--- src/rtl/alu_pkg.sv ---
// Shared definitions for the two-requester ALU arbiter: data widths,
// opcode and FSM encodings, and the latched operand bundle.
package alu_pkg;

    localparam int DATA_W  = 4;
    localparam int SHAMT_W = 2;
    localparam int NUM_REQ = 2;

    typedef enum logic [1:0] {
        OP_ASR = 2'b00,   // arithmetic shift right A by C
        OP_LSR = 2'b01,   // logical shift right A by C
        OP_SUB = 2'b10,   // A - B, modulo 16
        OP_ADD = 2'b11    // A + B, modulo 16
    } aluOp_t;

    typedef enum logic [1:0] {
        ST_IDLE = 2'b00,
        ST_EXEC = 2'b01,
        ST_RESP = 2'b10
    } ctrlState_t;

    typedef struct packed {
        logic [DATA_W-1:0]  a;
        logic [DATA_W-1:0]  b;
        logic [SHAMT_W-1:0] c;
        aluOp_t             op;
    } aluOperands_t;

    // One-hot requester mask for a requester index.
    function automatic logic [NUM_REQ-1:0] oneHot(input logic idx);
        logic [NUM_REQ-1:0] mask;
        mask      = '0;
        mask[idx] = 1'b1;
        return mask;
    endfunction

endpackage

--- src/rtl/alu_arb_ctrl_alu.sv ---
// Combinational 4-bit ALU: shifts by C, subtract and add, all modulo 16.
module alu_arb_ctrl_alu
    import alu_pkg::*;
(
    input  logic [DATA_W-1:0]  a,
    input  logic [DATA_W-1:0]  b,
    input  logic [SHAMT_W-1:0] c,
    input  aluOp_t             op,
    output logic [DATA_W-1:0]  y
);

    // Select the result for the current opcode; carries and borrows drop off.
    always_comb begin
        y = '0;
        case (op)
            OP_ASR:  y = DATA_W'($signed(a) >>> c);
            OP_LSR:  y = a >> c;
            OP_SUB:  y = a - b;
            OP_ADD:  y = a + b;
            default: y = '0;
        endcase
    end

endmodule

--- src/rtl/alu_arb_ctrl.sv ---
// Two-requester round-robin arbiter in front of a shared 4-bit ALU.
// One operation is in flight at a time: IDLE accepts, EXEC computes for
// one cycle, RESP holds the result until the granted requester takes it.
module alu_arb_ctrl
    import alu_pkg::*;
#(
    parameter int FIRST_PRIO = 0
)(
    input  logic                clk,
    input  logic                rst_n,
    input  logic [NUM_REQ-1:0]  req_valid,
    output logic [NUM_REQ-1:0]  req_ready,
    input  logic [DATA_W-1:0]   req0_a,
    input  logic [DATA_W-1:0]   req0_b,
    input  logic [SHAMT_W-1:0]  req0_c,
    input  logic [1:0]          req0_op,
    input  logic [DATA_W-1:0]   req1_a,
    input  logic [DATA_W-1:0]   req1_b,
    input  logic [SHAMT_W-1:0]  req1_c,
    input  logic [1:0]          req1_op,
    output logic [NUM_REQ-1:0]  resp_valid,
    input  logic [NUM_REQ-1:0]  resp_ready,
    output logic [DATA_W-1:0]   resp_data,
    output logic                busy
);

    localparam logic FIRST_PRIO_BIT = 1'(FIRST_PRIO);

    ctrlState_t        stateReg, stateNext;
    logic              grantReg;
    logic              ptrReg;
    aluOperands_t      opsReg;
    logic [DATA_W-1:0] respDataReg;

    logic              grantSel;
    aluOperands_t      opsSel;
    logic [DATA_W-1:0] aluResult;
    logic              anyValid;
    logic              acceptFire;
    logic              respFire;

    assign anyValid   = |req_valid;
    assign acceptFire = (stateReg == ST_IDLE) && anyValid;
    assign respFire   = (stateReg == ST_RESP) && resp_ready[grantReg];

    // A lone requester wins outright; a tie goes to the round-robin pointer.
    always_comb begin
        grantSel = ptrReg;
        if (req_valid == 2'b01) begin
            grantSel = 1'b0;
        end else if (req_valid == 2'b10) begin
            grantSel = 1'b1;
        end
    end

    // Route the winning requester's operands toward the operand latch.
    always_comb begin
        opsSel = '0;
        if (grantSel) begin
            opsSel.a  = req1_a;
            opsSel.b  = req1_b;
            opsSel.c  = req1_c;
            opsSel.op = aluOp_t'(req1_op);
        end else begin
            opsSel.a  = req0_a;
            opsSel.b  = req0_b;
            opsSel.c  = req0_c;
            opsSel.op = aluOp_t'(req0_op);
        end
    end

    alu_arb_ctrl_alu u_alu (
        .a  (opsReg.a),
        .b  (opsReg.b),
        .c  (opsReg.c),
        .op (opsReg.op),
        .y  (aluResult)
    );

    // FSM state register.
    always_ff @(posedge clk or negedge rst_n) begin
        if (!rst_n) begin
            stateReg <= ST_IDLE;
        end else begin
            stateReg <= stateNext;
        end
    end

    // FSM next-state: accept, compute for one cycle, wait for the taker.
    always_comb begin
        stateNext = stateReg;
        case (stateReg)
            ST_IDLE: if (anyValid) stateNext = ST_EXEC;
            ST_EXEC: stateNext = ST_RESP;
            ST_RESP: if (respFire) stateNext = ST_IDLE;
            default: stateNext = ST_IDLE;
        endcase
    end

    // FSM outputs: handshakes are decoded from state and grant only.
    always_comb begin
        req_ready  = '0;
        resp_valid = '0;
        busy       = (stateReg != ST_IDLE);
        case (stateReg)
            ST_IDLE: if (rst_n && anyValid) req_ready = oneHot(grantSel);
            ST_RESP: resp_valid = oneHot(grantReg);
            default: ;
        endcase
    end

    // Operand/grant latch, result register and round-robin pointer.
    always_ff @(posedge clk or negedge rst_n) begin
        if (!rst_n) begin
            grantReg    <= 1'b0;
            ptrReg      <= FIRST_PRIO_BIT;
            opsReg      <= '0;
            respDataReg <= '0;
        end else begin
            if (acceptFire) begin
                opsReg   <= opsSel;
                grantReg <= grantSel;
            end
            if (stateReg == ST_EXEC) begin
                respDataReg <= aluResult;
            end
            if (respFire) begin
                ptrReg <= ~grantReg;
            end
        end
    end

    assign resp_data = respDataReg;

endmodule

--- config.mk ---
export PLATFORM = sky130hd
export DESIGN_NAME = alu_arb_ctrl
export DESIGN_NICKNAME = d
export VERILOG_FILES = /design/src/rtl/alu_pkg.sv /design/src/rtl/alu_arb_ctrl_alu.sv /design/src/rtl/alu_arb_ctrl.sv
export SDC_FILE = /design/constraint.sdc
export NUM_CORES = 1
export LEC_CHECK = 0
export ABC_CLOCK_PERIOD_IN_PS = 2100
export BUFFER_PORTS_ARGS = -buffer_cell sky130_fd_sc_hd__buf_2
export CAP_MARGIN = 20
export CORE_UTILIZATION = 46
export DETAILED_ROUTE_END_ITERATION = 8
export PLACE_DENSITY_LB_ADDON = 0.05
export SYNTH_ARGS = -nofsm -noshare
export SYNTH_HDL_FRONTEND = slang
export SYNTH_HIERARCHICAL = 1
export SYNTH_SLANG_ARGS = --single-unit
--- constraint.sdc ---
create_clock -name clk -period 2.1 [get_ports clk]
set_input_delay 0.63 -clock clk [delete_from_list [all_inputs] [get_ports clk]]
set_output_delay 0.63 -clock clk [all_outputs]
set_load 0.005 [all_outputs]
# Yosys cells after proc, flatten, opt, wreduce, memory -nomap -nowiden
# Index checks and enable logic that the tools add are counted.
[totals]
register_bits = 20
inputBits = 30
wordCells = 52
out_inout_bits = 9
[classes]
shift = 2
eq_ne = 9
bitwise_logic = 1
mux = 16
reduce_logical = 10
n_lt_le_gt_ge = 4
add_sub_neg = 2
[ops]
columns = ["op", "count"]
rows = [
  ["$pmux 4 s4", 1],
  ["$mux 12", 1],
  ["$mux 2", 5],
  ["$eq 2x2->1 const B", 4],
  ["$eq 2x1->1 const B", 3],
  ["$mux 1", 6],
  ["$pmux 2 s3", 1],
  ["$logic_and 1x1->1", 5],
  ["$add 4x4->4", 1],
  ["$logic_not 2->1", 2],
  ["$lt 1x2->1 const B", 2],
  ["$ne 2x2->1 const B", 2],
  ["$shr 4x2->4", 1],
  ["$sshr 4x2->4", 1],
  ["$sub 4x4->4", 1],
  ["$demux 1 s1", 2],
  ["$ge 1x1->1 const B", 2],
  ["$reduce_and 2->1", 1],
  ["$reduce_bool 2->1", 1],
  ["$reduce_or 2->1", 1],
  ["$not 1->1", 1],
]

# Longest topological paths before layout
[depth]
depth_word = 9
depth_mapped = 10
ltp_nobuf = 10

# Modules after synthesis
# Netlist, hierarchy kept.
[by_module_without_submodules]
columns = ["module", "seq_area_each_um2", "n_inst", "area_per_inst_um2", "cells_per_inst"]
rows = [
  ["alu_arb_ctrl", 500.5, 1, 1061.0, 106],
  ["alu_arb_ctrl_alu", 0.0, 1, 315.3, 39],
]

# Worst setup path before layout
# Ideal clock, no wire load.
[synth_path]
kind = "register to register"
startpoint = "reg opsReg[4] in the netlist's numbering"
endpoint = "reg respDataReg[3], in the netlist resp_data[3]"
t_required_ps = 1975
path_buffers = 0
setup_ps = 125
slack_ps = 146
stages_incl_launch_ff = 11
synth_period_minus_slack_ps = 1954
arrival_ps = 1830
path_cell_list = "dfrtp_1 -> inv_1 -> ha_1 -> nand2_1 -> o21ai_0 -> ha_1 -> a21o_1 -> a21oi_1 -> xnor3_1 -> o21ai_1 -> mux2_2"
[synth_via]
elab_chain_cells = 2
word_cells_on_any_way = 3
classes_between = "add/sub: 2; mux: 1"
[synth_lines]
columns = ["element", "line", "text"]
rows = [
  ["start: declaration", "alu_arb_ctrl.sv:32", "aluOperands_t opsReg;"],
  ["start signal: assignment", "alu_arb_ctrl.sv:121", "opsReg <= opsSel;"],
  ["$add 4x4->4 or $sub 4x4->4 (tied branches)", "alu_arb_ctrl_alu.sv:19, alu_arb_ctrl_alu.sv:18", ""],
  ["$pmux 4 s4 (*)", "alu_arb_ctrl_alu.sv:15", "case (op)"],
  ["named net aluResult[3]", "alu_arb_ctrl.sv:37", "logic [DATA_W-1:0] aluResult;"],
  ["end signal: assignment", "alu_arb_ctrl.sv:125", "respDataReg <= aluResult;"],
  ["end: declaration", "alu_arb_ctrl.sv:33", "logic [DATA_W-1:0] respDataReg;"],
]
# The timed path passes the listed nets; every way through them passes the cells marked *.
# A chain may end at the register's enable or synchronous reset.

# Worst setup path after layout
[layout_path]
startpoint = "reg opsReg[5] in the netlist's numbering"
endpoint = "reg respDataReg[3], in the netlist resp_data[3]"
# The elaborated chain is that of the path after synthesis.

==> impl_metrics.tcl <==
set metrics [dict create \
    worstMarginPinSlew_ns 0.312 \
    ys_ff_latch 20 \
    antennaDiodeCount 0 \
    setup_viol 0 \
    seq_area_frac_synth_pct 36.4 \
    clk_latency_ns 0.31 \
    top_layer_used "met4" \
    drtIter0Drc 54 \
    place_area_um2 1620 \
    synth.most_common_cell "o2111ai_1" \
    fill_cells 242 \
    worst-path-buf-inv 1 \
    status "complete, but fails checks" \
    rrSetupSlack_ns 0.01 \
    postCtsHoldBufs 0 \
    top_level_ports 39 \
    path_delay_family "adder cells" \
    hold_ws_ns 0.308 \
    ant_nets 0 \
    core_um2 2810 \
    fp.dieH_um 56.7 \
    final_area_um2 1720 \
    slew_headroom_pct 79.2 \
    antenna_found_initial 0 \
    final_util_pct 61.3 \
    wirelength_um 3440 \
    finalCriticalPeriod_ns 2.09 \
    finalClockSkew_ns 0.00551 \
    post_drt_wl_per_cell_um 15.6 \
    grt_pass1_wl_um 5580 \
    fin_nets 225 \
    wl_met1_um 1620 \
    synth_edf_count 0 \
    grt_pass1_vias 1227 \
    initial_core_util_pct 49.1 \
    hold_viol_final 0 \
    crit_type "reg2reg" \
    fmax_ghz 0.479 \
    cp_slowest_stage_delay_ns 0.42 \
    slew_violations 0 \
    cp.arrival_ns 2.30 \
    r2r_start "opsReg[5]" \
    max-cap-violations 0 \
    synth_warnings 6 \
    p_per_area_nw_per_um2 1550 \
    cts.path.max_buffers 2 \
    violations "design-rule violations" \
    area_delta_synth_final_pct 25.0 \
    root_buffer "clkbuf_4" \
    dieArea_um2 3210 \
    hold_class "in2async" \
    viasPerCell 6.10 \
    synthFlopType "dfrtp_1" \
    start_kind "flip-flop" \
    cts_tree "yes" \
    dr_wl_met2_um 1580 \
    dp_hpwl_um 2560 \
    clk_pin_slew_ns 0.12 \
    fin_tns_setup_ns 0 \
    syn_area_um2 1380 \
    synthArstFlopShare_pct 100 \
    yosys.area.top_type "dfrtp_1" \
    reg2reg_depth 10 \
    multiInputGateArea_um2 800 \
    cp.required_ns 2.31 \
    cp-end-kind "flip-flop" \
    rows 19 \
    syn_inst 145 \
    numCtsBuffers 3 \
    cellLeakagePower_uw 0.000814 \
    syn_nets 180 \
    synth_cell_types 35 \
    io_buffers 38 \
    post-route-drc-count 2 \
    postSynthAreaPerCell_um2 9.49 \
    yosys-top-cells-count "o2111ai_1 (24), dfrtp_1 (20), o21ai_0 (19)" \
    timing.final.crit_share_pct 99.4 \
    cpMaxStageDelayCell "dfrtp_1" \
    path_max_fanout 3 \
    seq_area_um2 502 \
    die_w_um 56.7 \
    peakVddDrop_v 0.000714 \
    regToRegEndpoint "resp_data[3]" \
    dr_wl_met3_um 180 \
    rsz0062_at_grt "yes" \
    cts.sinks 20 \
    num_vias 1342 \
    ys_top_cells_by_area "dfrtp_1 (36%), o2111ai_1 (15%), o21ai_0 (6.9%)" \
    grt_usage_pct 22.5 \
    synth_top_area_share_pct 36.4 \
    drive_gt1_share_pct 41.3 \
    grt.overflow.total 0 \
    gp_congestion 0.817 \
    htree_levels 1 \
    drtPass1Iterations 6 \
    cp_cell_sequence "inv_2 > ha_4 > nand2_2 > o21ai_2 > ha_1 > a21o_1 > a21oi_2 > xnor3_1 > o21ai_2 > mux2_2" \
    crit_top_cell "o21ai_2" \
    grt_max_degree 25 \
]
==> placed cells by master (no fill, tap or decap), types with 2 or more instances in the layout <==
master	netlist	layout
a21oi_1	4	3
buf_2	3	38
ha_1	4	3
mux2_2	5	5
nand3_1	13	13
xor2_1	3	3
inv_1	11	8
clkbuf_4	0	3
nand2_1	4	3
buf_4	0	14
dfrtp_1	20	19
and3_1	2	2
o21ai_0	19	18
nor2_1	4	4
inv_2	1	3
o2111ai_1	24	24
nand2b_1	2	2
nor2_4	2	2
o21ai_2	0	2
==> sequential cells by signal (all words and copies together) (netlist names) <==
signal and count:
resp_data 4, opsReg 12, ptrReg 1, stateReg 2
grantReg 1
==> worst register-to-register path, delay by kind of cell (launching register included) <==
kind                       cells  cell delay (ns)
AOI/OAI and AO/OA              4             0.48
xor gates and xnor gates       1             0.20
adders and majority gates      2             0.49
buffers and inverters          1             0.09
DFF                            1             0.42
muxes                          1             0.26
and+or+nand+nor                1             0.05
==> what timing repair did <==
item / CTS / global route
gates resized for setup: 1 / 9
buffers inserted: 1 / 3
pin swaps: 0 / 6
setup endpoints to repair: 2 / 4
==> where the power goes <==
| group | switching (uW) | internal (uW) | total (uW) |
|---|---|---|---|
| Combinational | 842 | 806 | 1650 |
| Clock | 125 | 106 | 231 |
| Sequential | 205 | 577 | 782 |
==> metal layers <==
metal  vias up  GRT usage (%)
met5         -              0
met1       641           32.1
met3         6           2.30
met2        47           35.7
li1        648              -
met4         0           7.50
==> worst max-delay path by stage <==
stage	start	to	slack [ns]	cells after the start
2_1_floorplan	opsReg[4]	resp_data[3]	0.15	10
3_3_place_gp	req_valid[0]	req_ready[0]	0.09	5
3_5_place_dp	opsReg[5]	resp_data[3]	0.04	10
4_1_cts	opsReg[5]	resp_data[3]	0.01	10
5_1_grt	opsReg[5]	resp_data[3]	-0.05	10
6_report	opsReg[5]	resp_data[3]	0.01	10
==> cells by family after synthesis <==
| group | Yosys count | synth area share, % |
|---|---|---|
| XOR/XNOR | 4 | 3.55 |
| buffers and inverters | 24 | 7.45 |
| AO/OA/AOI/OAI | 53 | 27.2 |
| flip-flops | 20 | 36.4 |
| adder cells (fa/ha/maj) | 6 | 5.91 |
| multiplexers | 8 | 7.54 |
| AND/OR/NAND/NOR | 30 | 12.0 |
==> layout make-up <==
cell class                      count  share of cell area, %
Clock buffer                        4                   2.11
Inverter                           12                   2.84
Tap cell                           31                   2.25
Multi-Input combinational cell    101                   46.5
Timing Repair Buffer               52                   17.2
Sequential cell                    20                   29.2
==> stage by stage <==
stage | power, uW | instances | setup WS, ns
CTS | 2500 | 217 | 0.0116
detailed placement | 2240 | 212 | 0.0399
global placement | 2170 | 212 | 0.0857
finish | 2660 | 220 | 0.0135
floorplan | 1840 | 145 | 0.146
global route | 2890 | 220 | -0.0479
No activity file was read; power rests on OpenSTA's default activity.
